$ cat src/rtl/matrix5x7_scan.sv
// Column-multiplexed scanner for a 5x7 dot-matrix display.
// Double-buffers the glyph so a new pattern only takes effect at a frame boundary.
module matrix5x7_scan #(
    parameter int DWELL      = 50000,
    parameter bit ACTIVE_LOW = 1'b1
) (
    input  logic        clk,
    input  logic        rst,
    input  logic [34:0] pattern_in,
    input  logic        load,
    input  logic        blank,
    output logic [6:0]  row,
    output logic [4:0]  col,
    output logic        frame_done,
    output logic        pending
);

    localparam int            DW         = $clog2(DWELL);
    localparam logic [DW-1:0] DWELL_LAST = DW'(DWELL - 1);
    localparam logic [6:0]    ROW_OFF    = ACTIVE_LOW ? 7'h7F : 7'h00;
    localparam logic [4:0]    COL_OFF    = ACTIVE_LOW ? 5'h1F : 5'h00;

    typedef enum logic {
        ST_BLANK = 1'b0,
        ST_SHOW  = 1'b1
    } state_t;

    state_t        state_q, state_d;
    logic [DW-1:0] dwell_q, dwell_d;
    logic [2:0]    colc_q, colc_d;
    logic [34:0]   frame_q, frame_d;
    logic [34:0]   shadow_q, shadow_d;
    logic          pending_q, pending_d;
    logic          frame_done_q, frame_done_d;
    logic [6:0]    row_q, row_d;
    logic [4:0]    col_q, col_d;
    logic          boundary_s;
    logic [6:0]    lit_row_s;
    logic [4:0]    lit_col_s;

    // Row r of column k lives at bit 34-7k-r, so the top row is the MSB of each group.
    function automatic logic [6:0] column_bits(input logic [34:0] frame, input logic [2:0] k);
        logic [6:0] bits;
        for (int r = 0; r < 7; r++) begin
            bits[r] = frame[34 - 7 * int'(k) - r];
        end
        return bits;
    endfunction

    // Scan sequencing: one BLANK cycle, then DWELL SHOW cycles per column.
    always_comb begin
        state_d    = state_q;
        dwell_d    = dwell_q;
        colc_d     = colc_q;
        boundary_s = 1'b0;
        case (state_q)
            ST_BLANK: begin
                state_d = ST_SHOW;
                dwell_d = '0;
            end
            ST_SHOW: begin
                if (dwell_q == DWELL_LAST) begin
                    state_d    = ST_BLANK;
                    dwell_d    = '0;
                    colc_d     = (colc_q == 3'd4) ? 3'd0 : colc_q + 3'd1;
                    boundary_s = (colc_q == 3'd4);
                end else begin
                    dwell_d = dwell_q + DW'(1);
                end
            end
            default: begin
                state_d = ST_BLANK;
                dwell_d = '0;
                colc_d  = 3'd0;
            end
        endcase
    end

    // Double buffering: a load on the boundary edge bypasses the shadow and never pends.
    always_comb begin
        frame_d      = frame_q;
        shadow_d     = shadow_q;
        pending_d    = pending_q;
        frame_done_d = boundary_s;
        if (boundary_s) begin
            if (load) begin
                frame_d   = pattern_in;
                shadow_d  = pattern_in;
                pending_d = 1'b0;
            end else if (pending_q) begin
                frame_d   = shadow_q;
                pending_d = 1'b0;
            end else begin
                pending_d = 1'b0;
            end
        end else if (load) begin
            shadow_d  = pattern_in;
            pending_d = 1'b1;
        end else begin
            pending_d = pending_q;
        end
    end

    // Output drive computed from the next state so the registered pins match the current state.
    // Entry into SHOW always comes from BLANK, so frame_q already holds any boundary update.
    always_comb begin
        lit_row_s = column_bits(frame_q, colc_d);
        lit_col_s = 5'b00001 << colc_d;
        row_d     = ROW_OFF;
        col_d     = COL_OFF;
        if (!blank && (state_d == ST_SHOW)) begin
            row_d = ACTIVE_LOW ? ~lit_row_s : lit_row_s;
            col_d = ACTIVE_LOW ? ~lit_col_s : lit_col_s;
        end else begin
            row_d = ROW_OFF;
            col_d = COL_OFF;
        end
    end

    // State, buffer and output registers.
    always_ff @(posedge clk or posedge rst) begin
        if (rst) begin
            state_q      <= ST_BLANK;
            dwell_q      <= '0;
            colc_q       <= 3'd0;
            frame_q      <= 35'd0;
            shadow_q     <= 35'd0;
            pending_q    <= 1'b0;
            frame_done_q <= 1'b0;
            row_q        <= ROW_OFF;
            col_q        <= COL_OFF;
        end else begin
            state_q      <= state_d;
            dwell_q      <= dwell_d;
            colc_q       <= colc_d;
            frame_q      <= frame_d;
            shadow_q     <= shadow_d;
            pending_q    <= pending_d;
            frame_done_q <= frame_done_d;
            row_q        <= row_d;
            col_q        <= col_d;
        end
    end

    assign row        = row_q;
    assign col        = col_q;
    assign frame_done = frame_done_q;
    assign pending    = pending_q;

endmodule
$ cat config.mk
export PLATFORM = sky130hd
export DESIGN_NAME = matrix5x7_scan
export DESIGN_NICKNAME = d
export VERILOG_FILES = /design/src/rtl/matrix5x7_scan.sv
export SDC_FILE = /design/constraint.sdc
export NUM_CORES = 1
export LEC_CHECK = 0
export ABC_AREA = 1
export CAP_MARGIN = 40
export CORE_MARGIN = 2
export CORE_UTILIZATION = 55
export CTS_BUF_LIST = sky130_fd_sc_hd__clkbuf_16
export DETAILED_ROUTE_END_ITERATION = 8
export PLACE_DENSITY_LB_ADDON = 0.3
export SLEW_MARGIN = 20
export SYNTH_ARGS = -nofsm -noshare
export SYNTH_HDL_FRONTEND = slang
export SYNTH_SLANG_ARGS = --single-unit
$ cat constraint.sdc
create_clock -name clk -period 5.4 [get_ports clk]
set_clock_uncertainty 0.1 [all_clocks]
set_input_delay 1.08 -clock clk [delete_from_list [all_inputs] [get_ports clk]]
set_output_delay 1.08 -clock clk [all_outputs]
set_load 0.01 [all_outputs]
# Word-level counts from Yosys, hierarchy flattened
# Cells that the tools add are included.
totals:
  output_inout_bits: 14
  word_cells: 73
  reg_bits: 104
  inputBits: 39
classes:
  n_mux: 36
  n_addsub: 9
  reduce_logical: 5
  shift: 1
  n_mul: 1
  eq_ne: 2
  bitwise_logic: 3
  magnitude_cmp: 7
op_table:
  columns: ["cell", "count"]
  rows:
  - ["< comparator 32 x 8 -> 1 bit (second input constant)", 5]
  - ["2-to-1 mux 35 bit", 2]
  - ["binary-select mux 1 bit (select 6 bit)", 7]
  - ["one-hot mux 16 bit (2 select lines)", 1]
  - ["subtractor 7 x 4 -> 8 bit (second input constant)", 3]
  - ["2-to-1 mux 1 bit", 19]
  - ["adder 16 x 1 -> 16 bit (second input constant)", 1]
  - ["equality test 16 bit (second input constant)", 1]
  - ["2-to-1 mux 16 bit", 1]
  - ["subtractor 7 x 3 -> 8 bit (second input constant)", 2]
  - ["2-to-1 mux 3 bit", 3]
  - ["< comparator 7 x 8 -> 1 bit (second input constant)", 1]
  - ["< comparator 8 bit (second input constant)", 1]
  - ["subtractor 7 x 2 -> 8 bit (second input constant)", 1]
  - ["2-to-1 mux 7 bit", 1]
  - ["inverter 7 bit", 1]
  - ["subtractor 6 x 6 -> 7 bit (first input constant)", 1]
  - ["multiplier 3 x 3 -> 6 bit (first input constant)", 1]
  - ["2-to-1 mux 5 bit", 1]
  - ["inverter 5 bit", 1]
  - ["left shift 1 x 3 -> 5 bit (first input constant)", 1]
  - ["nonzero test 2 bit", 2]
  - ["adder 3 x 1 -> 3 bit (second input constant)", 1]
  - ["equality test 3 bit (second input constant)", 1]
  - ["other kinds (5)", 5]

# Longest topological paths before layout
# Gate-level depths: netlist of run 1.
depth:
  ltp_word: 12
  ltp_mapped: 28
  mapped_depth_nobuf: 27

# Worst setup path before layout of run 1
# Ideal clock, no wire load.
synth_timing:
  path_type: "flip-flop to flip-flop"
  from: "register dwell_q[0]"
  to: "register row_q[3], in the netlist row[3]"
  stages_incl_launch_ff: 26
  arrival_time_ns: 4.292
  path_slack_ns: 0.947
  cell_sequence: "dfrtp_1 > ha_1 > nand3_2 > nor2_4 > nand3_4 > inv_2 > nand2_1 > nand2_2 > inv_2 > ha_1 > inv_1 > fa_1 > fa_1 > buf_2 > inv_1 > clkbuf_1 > ha_1 > inv_1 > a21oi_1 > xor2_1 > inv_1 > nand4_1 > nor2_1 > nor2_1 > nor2_1 > nand2_1"
synth_lines:
  columns: ["element", "line_no", "text"]
  rows:
  - ["start: declaration", "29", "logic [DW-1:0] dwell_q, dwell_d;"]
  - ["start signal: assignment", "134", "dwell_q <= dwell_d;"]
  - ["equality test 16 bit", "62", "if (dwell_q == DWELL_LAST) begin"]
  - ["2-to-1 mux 1 bit", "62", null]
  - ["one-hot mux 1 bit (2 select lines)", "56", "case (state_q)"]
  - ["via state_d", "28", "state_t state_q, state_d;"]
  - ["logical AND 1 bit", "111", "if (!blank && (state_d == ST_SHOW)) begin"]
  - ["2-to-1 mux 7 bit", "111", null]
  - ["via row_d[3]", "35", "logic [6:0] row_q, row_d;"]
  - ["end signal: assignment", "140", "row_q <= row_d;"]
  - ["end: declaration", "35", null]
# The timed path passes the listed nets, and every way through them passes these cells. The select of a mux whose other input is x is not followed.
# A chain may end at the register's enable or synchronous reset.

# Worst setup path after layout of run 1
layout_timing:
  from: "register dwell_q[0]"
  to: "register row_q[1], in the netlist row[1]"
# The elaborated chain is that of the path after synthesis.

==> summary.md, run 1 <==
| Metric | Value |
|---|---|
| Status | `finished, final reports clean` |
| Clock root cell | `clkbuf_16` |
| Most frequent cells in the layout | `362 x nand2_1, 120 x nand3_1, 92 x dfrtp_1` |
| RSZ-0062 raised after global routing | `false` |
| Nets | `1008` |
| Die area | `12900 sq um` |
| Mapped Area | `6580 sq um` |
| Reg area | `2620 sq um` |
| PortBufs | `52` |
| Final setup vio count | `0` |
| Post-CTS Setup Repair Bufs | `0` |
| GRT Util Overall | `25.0%` |
| CTS tree | `done` |
| Most common cell after layout, fill and taps aside | `nand2_1` |
| Synth warn | `0` |
| Setup WS post-layout | `629 ps` |
| DRC | `0` |
| Clock tree buffer depth | `2` |
| Worst path max stage delay | `590 ps` |
| CP endpoint kind | `flop` |
| Initial antenna violation count | `0` |
| Top Usage Layer GRT | `met2` |
| Core area | `11600 sq um` |
| Proportion of power drawn by combinational gates | `6.0%` |
| Syn nets | `961` |
| Flop pwr share | `53.3%` |
| Largest cells by area after synthesis | `dfrtp_1 35%, nand2_1 21%, nand3_1 9.1%, mux2_2 6.0%, inv_1 5.1%` |
| Leak | `3.87 nW` |
| Fin. max-slew vios | `0` |
| GP Congestion | `0.972` |
| Worst-margin pin slew | `700 ps` |
| Met3 Resource Use GR | `5.74%` |
| Power Total | `0.00152 W` |
| Sequential element share of the synthesized area | `39.8%` |
| Worst vdd ir | `0.000267 V` |
| First-pass GRT wire length | `25500 microns` |
| Share of layout cells above drive strength 1 | `10.1%` |
| Iteration-0 DRC Markers | `428` |
| Clock share of power | `40.7%` |
| Post-synthesis mux area share | `5.99%` |
| ANT nets after route | `0` |
| Crit path cell chain | `ha_1, nand3_2, nor2_4, nand3_4, inv_2, nand2_1, o21a_1, inv_1, ha_1, inv_1, fa_1, fa_1, buf_4, xnor2_1, clkinv_1, nor3_1, a21oi_1, nor2_1, nand2_1` |
| # H-tree levels | `3` |
| Slew HR | `53.0%` |
| Hold Fails Final Rpt | `0` |
| Resized Gates After CTS | `0` |
| Post-route clock period utilization | `88.4%` |
| Fmax | `210 MHz` |
| Final setup TNS | `0 ps` |
| Power Dens Cells | `201 nW/um^2` |
| Clk_lat worst skew | `360 ps` |
| CP max FO | `13` |
| WP buf/inv | `5` |
| Final Critical Period | `4770 ps` |
| Die width | `113 microns` |
| Critical path type | `reg -> reg` |
| Die Span Y | `113 microns` |
| Fraction of the mapped netlist area in compound gates | `2.60%` |
| CTS Sinks | `104` |
| Overflow after GRT | `0` |
| Netlist cell types | `40` |
| Clk pin slew, worst setup/hold paths | `70 ps` |
| IO Count | `53` |
| Per-cell routed wire length | `13.7 microns` |
| Slowest CP cell | `xnor2_1` |
| Pin count of the biggest net entering global routing | `60` |
| Maxcap violations | `0` |
| Total Routed Length | `15000 microns` |
| Sw Share | `23.5%` |
| XOR/XNOR Fraction of Synth Area | `2.00%` |
| Layout fillers | `984` |
| Vias | `5739` |
| Min-Delay Path Class | `reg -> reg` |
| Post-Synth Adder-Cell Area | `5.17%` |
| Yosys top cell by area | `dfrtp_1` |
| Met1 GRT Util | `34.9%` |
| Vias in the first global route | `5315` |
| Synth Area in Simple Gates | `36.7%` |
| Via/cell ratio | `5.26` |
| Total CTS buffers | `9` |
| Drt pass-1 iters | `6` |
| Largest family of logic cells by synthesized area | `simple AND/OR/NAND/NOR gates` |
| Synth-to-layout area growth | `14.5%` |
| Area share of the largest cell type after synthesis | `35.0%` |
| Num rows | `39` |
| Critical path's top delay family | `adder cells` |
| Psw | `0.000357 W` |
| Post-Syn Instances | `896` |
| Seq cells post-synth | `104` |
| Syn Area/Cell | `7.35 sq um` |
| Crit path launch type | `flop` |
| Worst path arrival time | `4960 ps` |
| GRT met2 Usage | `38.9%` |
| Pre-CTS setup slack | `703 ps` |
| Multi-input logic area | `3450 sq um` |
| Worst EP required | `5590 ps` |
| ANT cells | `0` |
| P_int | `0.00116 W` |
| Hold_ws | `366 ps` |
| Hpwl dp | `11300 microns` |
| Cts hold-fix bufs | `0` |
| Initial Util | `56.9%` |
-- layer usage --
metal  part of all wire (%)  vias to the layer above
li1                       -                     2920
met1                     46                     2606
met2                     45                      189
met3                    6.4                       24
met4                    2.7                        0
met5                      0                        -
-- synthesized netlist by cell type --
| cell type | number |
|---|---|
| a211oi_1 | 1 |
| a21oi_1 | 11 |
| a221oi_1 | 1 |
| a31oi_1 | 3 |
| buf_1 | 1 |
| buf_2 | 8 |
| buf_4 | 4 |
| buf_6 | 3 |
| clkbuf_1 | 12 |
| clkinv_1 | 4 |
| dfrtp_1 | 92 |
| dfstp_2 | 12 |
| fa_1 | 2 |
| ha_1 | 24 |
| inv_1 | 89 |
| inv_2 | 3 |
| mux2_2 | 35 |
| nand2_1 | 362 |
| nand2_2 | 7 |
| nand2_4 | 3 |
| nand3_1 | 120 |
| nand3_2 | 1 |
| nand3_4 | 1 |
| nand3b_1 | 2 |
| nand4_1 | 5 |
| nand4_4 | 1 |
| nor2_1 | 46 |
| nor2_2 | 1 |
| nor2_4 | 1 |
| nor2_8 | 1 |
| nor3_1 | 6 |
| nor3b_1 | 5 |
| o21a_1 | 3 |
| o21ai_0 | 3 |
| o21ai_1 | 4 |
| o21ai_2 | 2 |
| o22ai_1 | 1 |
| or2_2 | 1 |
| xnor2_1 | 7 |
| xor2_1 | 8 |
-- flip-flops by register name, summed over array words and instances (netlist names) --
register and flops:
col 5, dwell_q 16, frame_q 35, shadow_q 35, frame_done 1, pending 1
colc_q 3, state_q 1, row 7
-- worst reg2reg max path, cell delays in order, from the launching register on --
cell	delay, ps
dfrtp_1	370
ha_1	210
nand3_2	160
nor2_4	220
nand3_4	130
inv_2	100
nand2_1	70
o21a_1	180
inv_1	180
ha_1	170
inv_1	40
fa_1	480
fa_1	490
buf_4	210
xnor2_1	590
clkinv_1	470
nor3_1	290
a21oi_1	90
nor2_1	100
nand2_1	60
-- logic make-up after synthesis --
logic type | Yosys count
mux | 35
buf+inv | 124
fa+ha+maj | 26
compound gates | 29
flops | 104
simple gates | 563
xor+xnor | 15
-- stage by stage --
step	instance area, sq um	utilization, %	std cells
after floorplan	6580	-	896
after global placement	7210	62.3	1073
after detailed placement	7260	62.8	1075
after CTS	7540	65.2	1091
after global routing	7540	65.2	1091
final	7540	65.2	1091
-- power groups by stage --
| stage | clock network [W] | registers [W] | logic (W) |
|---|---|---|---|
| after floorplan | 0 | 0.000822 | 0.0000443 |
| after global placement | 0 | 0.000822 | 0.0000859 |
| after detailed placement | 0 | 0.000823 | 0.0000928 |
| after CTS | 0.000628 | 0.000809 | 0.0000936 |
| after global routing | 0.000668 | 0.000810 | 0.000106 |
| final | 0.000618 | 0.000809 | 0.0000908 |
-- worst paths after layout --
path	from	endpoint	slack, ps	depth (start not counted)
max	dwell_q[0]	row[1]	630	19
min	shadow_q[3]	shadow_q[3]	370	2
max reg2reg	dwell_q[0]	row[1]	630	19
min reg2reg	shadow_q[3]	shadow_q[3]	370	2
max in group asynchronous	rst	col[3]	3600	3
min in group asynchronous	rst	dwell_q[5]	900	2
-- layout make-up --
| cell class | count | area share, % |
|---|---|---|
| multi-input cells | 668 | 45.8 |
| flip-flops and latches | 104 | 34.7 |
| repair buffers | 64 | 8.63 |
| inverters | 96 | 4.81 |
| clock buffers | 9 | 2.99 |
| well taps | 143 | 2.37 |
| clock inverters | 7 | 0.697 |
No activity file was read; power rests on OpenSTA's default activity.
==> run 2, diff against run 1 <==
CORE_UTILIZATION = 59   (was 55)
==> summary.md, run 2 (same netlist as run 1, synthesis figures left out) <==
| Metric | Value |
|---|---|
| Status | `finished, final reports clean` |
| CTS Sinks | `104` |
| Worst path max stage delay | `600 ps` |
| Post-route clock period utilization | `88.1%` |
| Largest registers | `frame_q (35), shadow_q (35), dwell_q (16)` |
| Critical path type | `reg -> reg` |
| R2R Setup Slk | `640 ps` |
| Post-CTS Setup Repair Bufs | `0` |
| Leak | `3.86 nW` |
| Drt pass-1 iters | `5` |
| Maxcap violations | `0` |
| Hold Fails Final Rpt | `0` |
| Worst R2R Start | `dwell_q[0]` |
| Resized Gates After CTS | `0` |
| Final setup vio count | `0` |
| Capture point of the worst reg-to-reg path | `row[1]` |
| DRC | `0` |
| Worst vdd ir | `0.000168 V` |
| Final setup TNS | `0 ps` |
| Slowest CP cell | `xnor2_1` |
| Cts hold-fix bufs | `0` |
| Layout fillers | `933` |
| Reg area | `2620 sq um` |
| Overflow after GRT | `0` |
| # H-tree levels | `3` |
| Share of layout cells above drive strength 1 | `10.0%` |
| RSZ-0062 raised after global routing | `false` |
| ANT cells | `0` |
| Hpwl dp | `11500 microns` |
| WHS Endpoint | `dwell_q[0]` |
| Most frequent cells in the layout | `362 x nand2_1, 120 x nand3_1, 92 x dfrtp_1` |
| Num rows | `38` |
| Fin. max-slew vios | `0` |
| Total Routed Length | `15300 microns` |
| Power Dens Cells | `197 nW/um^2` |
| Slew HR | `52.4%` |
| ANT nets after route | `0` |
| Proportion of power drawn by combinational gates | `6.1%` |
| GRT Util Overall | `28.1%` |
| PortBufs | `52` |
| Crit path cell chain | `ha_1, nand3_2, nor2_4, nand3_4, inv_2, nand2_1, nand2_2, inv_2, ha_1, inv_1, fa_1, fa_1, buf_4, xnor2_1, clkinv_1, nor3_1, a21oi_1, nor2_1, nand2_1` |
| IO Count | `53` |
| Psw | `0.000335 W` |
| GP Congestion | `1.06` |
| Clock share of power | `39.3%` |
| Fmax | `210 MHz` |
| Flop pwr share | `54.6%` |
| Per-cell routed wire length | `14.0 microns` |
| Vias in the first global route | `5327` |
| CTS tree | `done` |
| Worst-margin pin slew | `709 ps` |
| Die width | `110 microns` |
| Nets | `1010` |
| Core area | `10800 sq um` |
| Final Util | `69.3%` |
| Most common cell after layout, fill and taps aside | `nand2_1` |
| Clock root cell | `clkbuf_16` |
| Die Span Y | `110 microns` |
| Sw Share | `22.6%` |
| Initial antenna violation count | `0` |
| Total CTS buffers | `9` |
| Die area | `12000 sq um` |
| Multi-input logic area | `3450 sq um` |
| Pin count of the biggest net entering global routing | `49` |
| Worst path arrival time | `4940 ps` |
| Worst EP required | `5580 ps` |
| Clock tree buffer depth | `2` |
| P_int | `0.00115 W` |
| Min-Delay Path Class | `reg -> reg` |
| Final Critical Period | `4760 ps` |
| CP endpoint kind | `flop` |
| Crit path launch type | `flop` |
| Worst r2r path cells | `19` |
| Vias | `5822` |
| Initial Util | `60.7%` |
| Via/cell ratio | `5.36` |
| Hold Path Depth | `1` |
| Clk_lat worst skew | `350 ps` |
| CP max FO | `13` |
| Clk pin slew, worst setup/hold paths | `60 ps` |
| Hold Startpoint | `dwell_q[0]` |
| Power Total | `0.00148 W` |
| First-pass GRT wire length | `26000 microns` |
| Synth-to-layout area growth | `14.2%` |
| Iteration-0 DRC Markers | `496` |
## run 2: cell count changes in the layout (fill, tap and decap cells not counted), sizes merged
cell,delta
buf,+2
clkinv,-2
inv,-1
## run 2: worst max-delay path: cells and delay by family (launching register included)
family,cells,cell delay [ps]
buffers and inverters,5,880
AND/OR/NAND/NOR,8,1160
flip-flops,1,370
XOR/XNOR,1,600
adder cells (fa/ha/maj),4,1480
AO/OA/AOI/OAI,1,100
## run 2: final cells by class
cell class,count,share of cell area [%]
timing repair buffer,66,8.76
multi-input combinational,668,45.9
sequential,104,34.8
clock buffer,9,3.00
tap,140,2.33
inverter,96,4.83
clock inverter,4,0.316
## run 2: routing by layer
layer,wire (microns),share of wire (%),GRT usage [%],vias to the layer above
li1,-,-,-,2927
met1,6810,45,38.6,2658
met2,7000,46,44.7,206
met3,1050,6.9,5.81,31
met4,401,2.6,9.49,0
met5,0,0,0,-
## run 2: metrics by stage
step           setup slack, ps  cell area, sq um  cells  hold slack, ps
3_5_place_dp               711              7270   1074             353
6_report                   645              7520   1087             358
3_3_place_gp               905              7220   1072             343
2_1_floorplan              947              6580    896             333
4_1_cts                    696              7520   1087             363
5_1_grt                    328              7520   1087             394
## run 2: worst max-delay path by stage
| stage | from | endpoint | slack, ps | depth (start not counted) |
|---|---|---|---|---|
| 5_1_grt | dwell_q[0] | row[1] | 330 | 19 |
| 2_1_floorplan | dwell_q[0] | row[3] | 950 | 25 |
| 3_5_place_dp | dwell_q[0] | row[1] | 710 | 19 |
| 6_report | dwell_q[0] | row[1] | 640 | 19 |
| 4_1_cts | dwell_q[0] | row[1] | 700 | 19 |
| 3_3_place_gp | dwell_q[0] | row[1] | 900 | 19 |
## run 2: power groups by stage
stage	logic [W]	clock network (W)	registers, W
after detailed placement	0.0000925	0	0.000823
after floorplan	0.0000443	0	0.000822
after CTS	0.0000930	0.000592	0.000809
after global routing	0.000104	0.000626	0.000810
final	0.0000908	0.000582	0.000809
after global placement	0.0000862	0	0.000822
==> run 3, diff against run 2 <==
CORE_ASPECT_RATIO = 0.8   (was unset)
==> summary.md, run 3 (same netlist as run 1, synthesis figures left out) <==
| Metric | Value |
|---|---|
| Status | `finished, final reports clean` |
| Worst vdd ir | `0.000167 V` |
| Reg area | `2620 sq um` |
| Die area | `12000 sq um` |
| Slowest CP cell | `xnor2_1` |
| Most frequent cells in the layout | `362 x nand2_1, 120 x nand3_1, 92 x dfrtp_1` |
| Final setup TNS | `0 ps` |
| Pin count of the biggest net entering global routing | `49` |
| Worst R2R Start | `dwell_q[0]` |
| Clk pin slew, worst setup/hold paths | `70 ps` |
| CP max FO | `13` |
| Hold Fails Final Rpt | `0` |
| Clock tree buffer depth | `2` |
| Share of layout cells above drive strength 1 | `10.5%` |
| Initial Util | `60.5%` |
| Hold Startpoint | `shadow_q[3]` |
| Num rows | `34` |
| Worst EP required | `5580 ps` |
| Worst r2r path cells | `19` |
| Dpl cells | `1078` |
| Setup WS post-layout | `588 ps` |
| Die Span Y | `98.5 microns` |
| Worst path arrival time | `4990 ps` |
| Resized Gates After CTS | `0` |
| Post-CTS Setup Repair Bufs | `0` |
| Die width | `122 microns` |
| Fin area | `7610 sq um` |
| Met3 wire len | `1200 microns` |
| Worst-margin pin slew | `727 ps` |
| Layout fillers | `899` |
| Area post-placement | `7280 sq um` |
| Final Critical Period | `4810 ps` |
| Critical path type | `reg -> reg` |
| Min-Delay Path Class | `reg -> reg` |
| Per-cell routed wire length | `14.2 microns` |
| Core area | `10900 sq um` |
| Highest Signal Layer | `met4` |
| Total CTS buffers | `9` |
| DRC | `0` |
| Hpwl dp | `11600 microns` |
| Non-Filler Instances | `1094` |
| GP Congestion | `1.00` |
| Iteration-0 DRC Markers | `475` |
| Worst path max stage delay | `610 ps` |
| Wl on met1 | `6920 microns` |
| Overflow after GRT | `0` |
| CTS tree | `done` |
| CTS Sinks | `104` |
| Met2 wire length | `7150 microns` |
| Via/cell ratio | `5.36` |
| Power Total | `0.00162 W` |
| RSZ-0062 raised after global routing | `false` |
| Most common cell after layout, fill and taps aside | `nand2_1` |
| # H-tree levels | `3` |
| Maxcap violations | `0` |
| Largest registers | `frame_q (35), shadow_q (35), dwell_q (16)` |
| Drt pass-1 iters | `5` |
| Post-route clock period utilization | `89.1%` |
| First-pass GRT wire length | `26400 microns` |
| CP endpoint kind | `flop` |
| Fin. max-slew vios | `0` |
| ANT nets after route | `0` |
| Slew HR | `51.2%` |
| Vias in the first global route | `5496` |
| ANT cells | `0` |
| Multi-input logic area | `3450 sq um` |
| Crit path launch type | `flop` |
| Cts hold-fix bufs | `0` |
| Clock root cell | `clkbuf_16` |
| Fmax | `208 MHz` |
| Leak | `3.90 nW` |
| GRT Util Overall | `27.9%` |
| Pre-CTS setup slack | `757 ps` |
| Final setup vio count | `0` |
| Power Dens Cells | `212 nW/um^2` |
| Crit path from | `dwell_q[0]` |
| Initial antenna violation count | `0` |
| Vias | `5867` |
| Crit path cell chain | `ha_1, nand3_2, nor2_4, nand3_4, inv_2, nand2_1, nand2_2, inv_2, ha_1, inv_1, fa_1, fa_1, buf_4, xnor2_1, clkinv_1, nor3_1, a21oi_1, nor2_1, nand2_1` |
| Clk_lat worst skew | `350 ps` |
| Nets | `1010` |
| Synth-to-layout area growth | `15.5%` |
| IO Count | `53` |
| PortBufs | `52` |
| Hold Path Depth | `2` |
| Total Routed Length | `15600 microns` |
==> run 3: cell type report <==
cell class	instances	share of cell area, %
clock buffer	9	2.96
clock inverter	7	1.33
inverter	96	4.77
multi-input combinational	668	45.4
sequential	104	34.4
tap	144	2.37
timing repair buffer	66	8.75
==> run 3: critical path, delay by kind of cell (launching register included) <==
family	cells	cell delay (ps)
fa+ha+maj	4	1510
simple gates	8	1180
buf+inv	5	880
xor+xnor	1	610
flops	1	370
compound gates	1	90
==> run 3: per-layer routing <==
layer | up-vias | GRT usage (%)
met4 | 0 | 6.54
met2 | 201 | 44.5
met5 | - | 0
li1 | 2930 | -
met3 | 22 | 6.37
met1 | 2714 | 38.9
==> run 3: per-stage QoR <==
stage | hold WS [ps] | util [%]
3_5_place_dp | 354 | 66.8
4_1_cts | 369 | 69.8
5_1_grt | 395 | 69.8
3_3_place_gp | 345 | 66.3
2_1_floorplan | 333 | -
6_report | 365 | 69.8
==> run 3: final timing paths <==
kind                                end  slack [ps]
max in group asynchronous        row[4]        3220
setup reg to reg                 row[1]         590
hold / removal              shadow_q[3]         370
hold reg to reg             shadow_q[3]         370
setup / recovery                 row[1]         590
min in group asynchronous  shadow_q[15]         950
==> run 3: power by group <==
part	internal (W)	total, W	leakage [nW]	switching (W)
Clock	0.000412	0.000715	0.158	0.000303
Sequential	0.000802	0.000808	1.33	0.00000621
Combinational	0.0000414	0.0000917	2.41	0.0000503
Total	0.00126	0.00162	3.90	0.000359
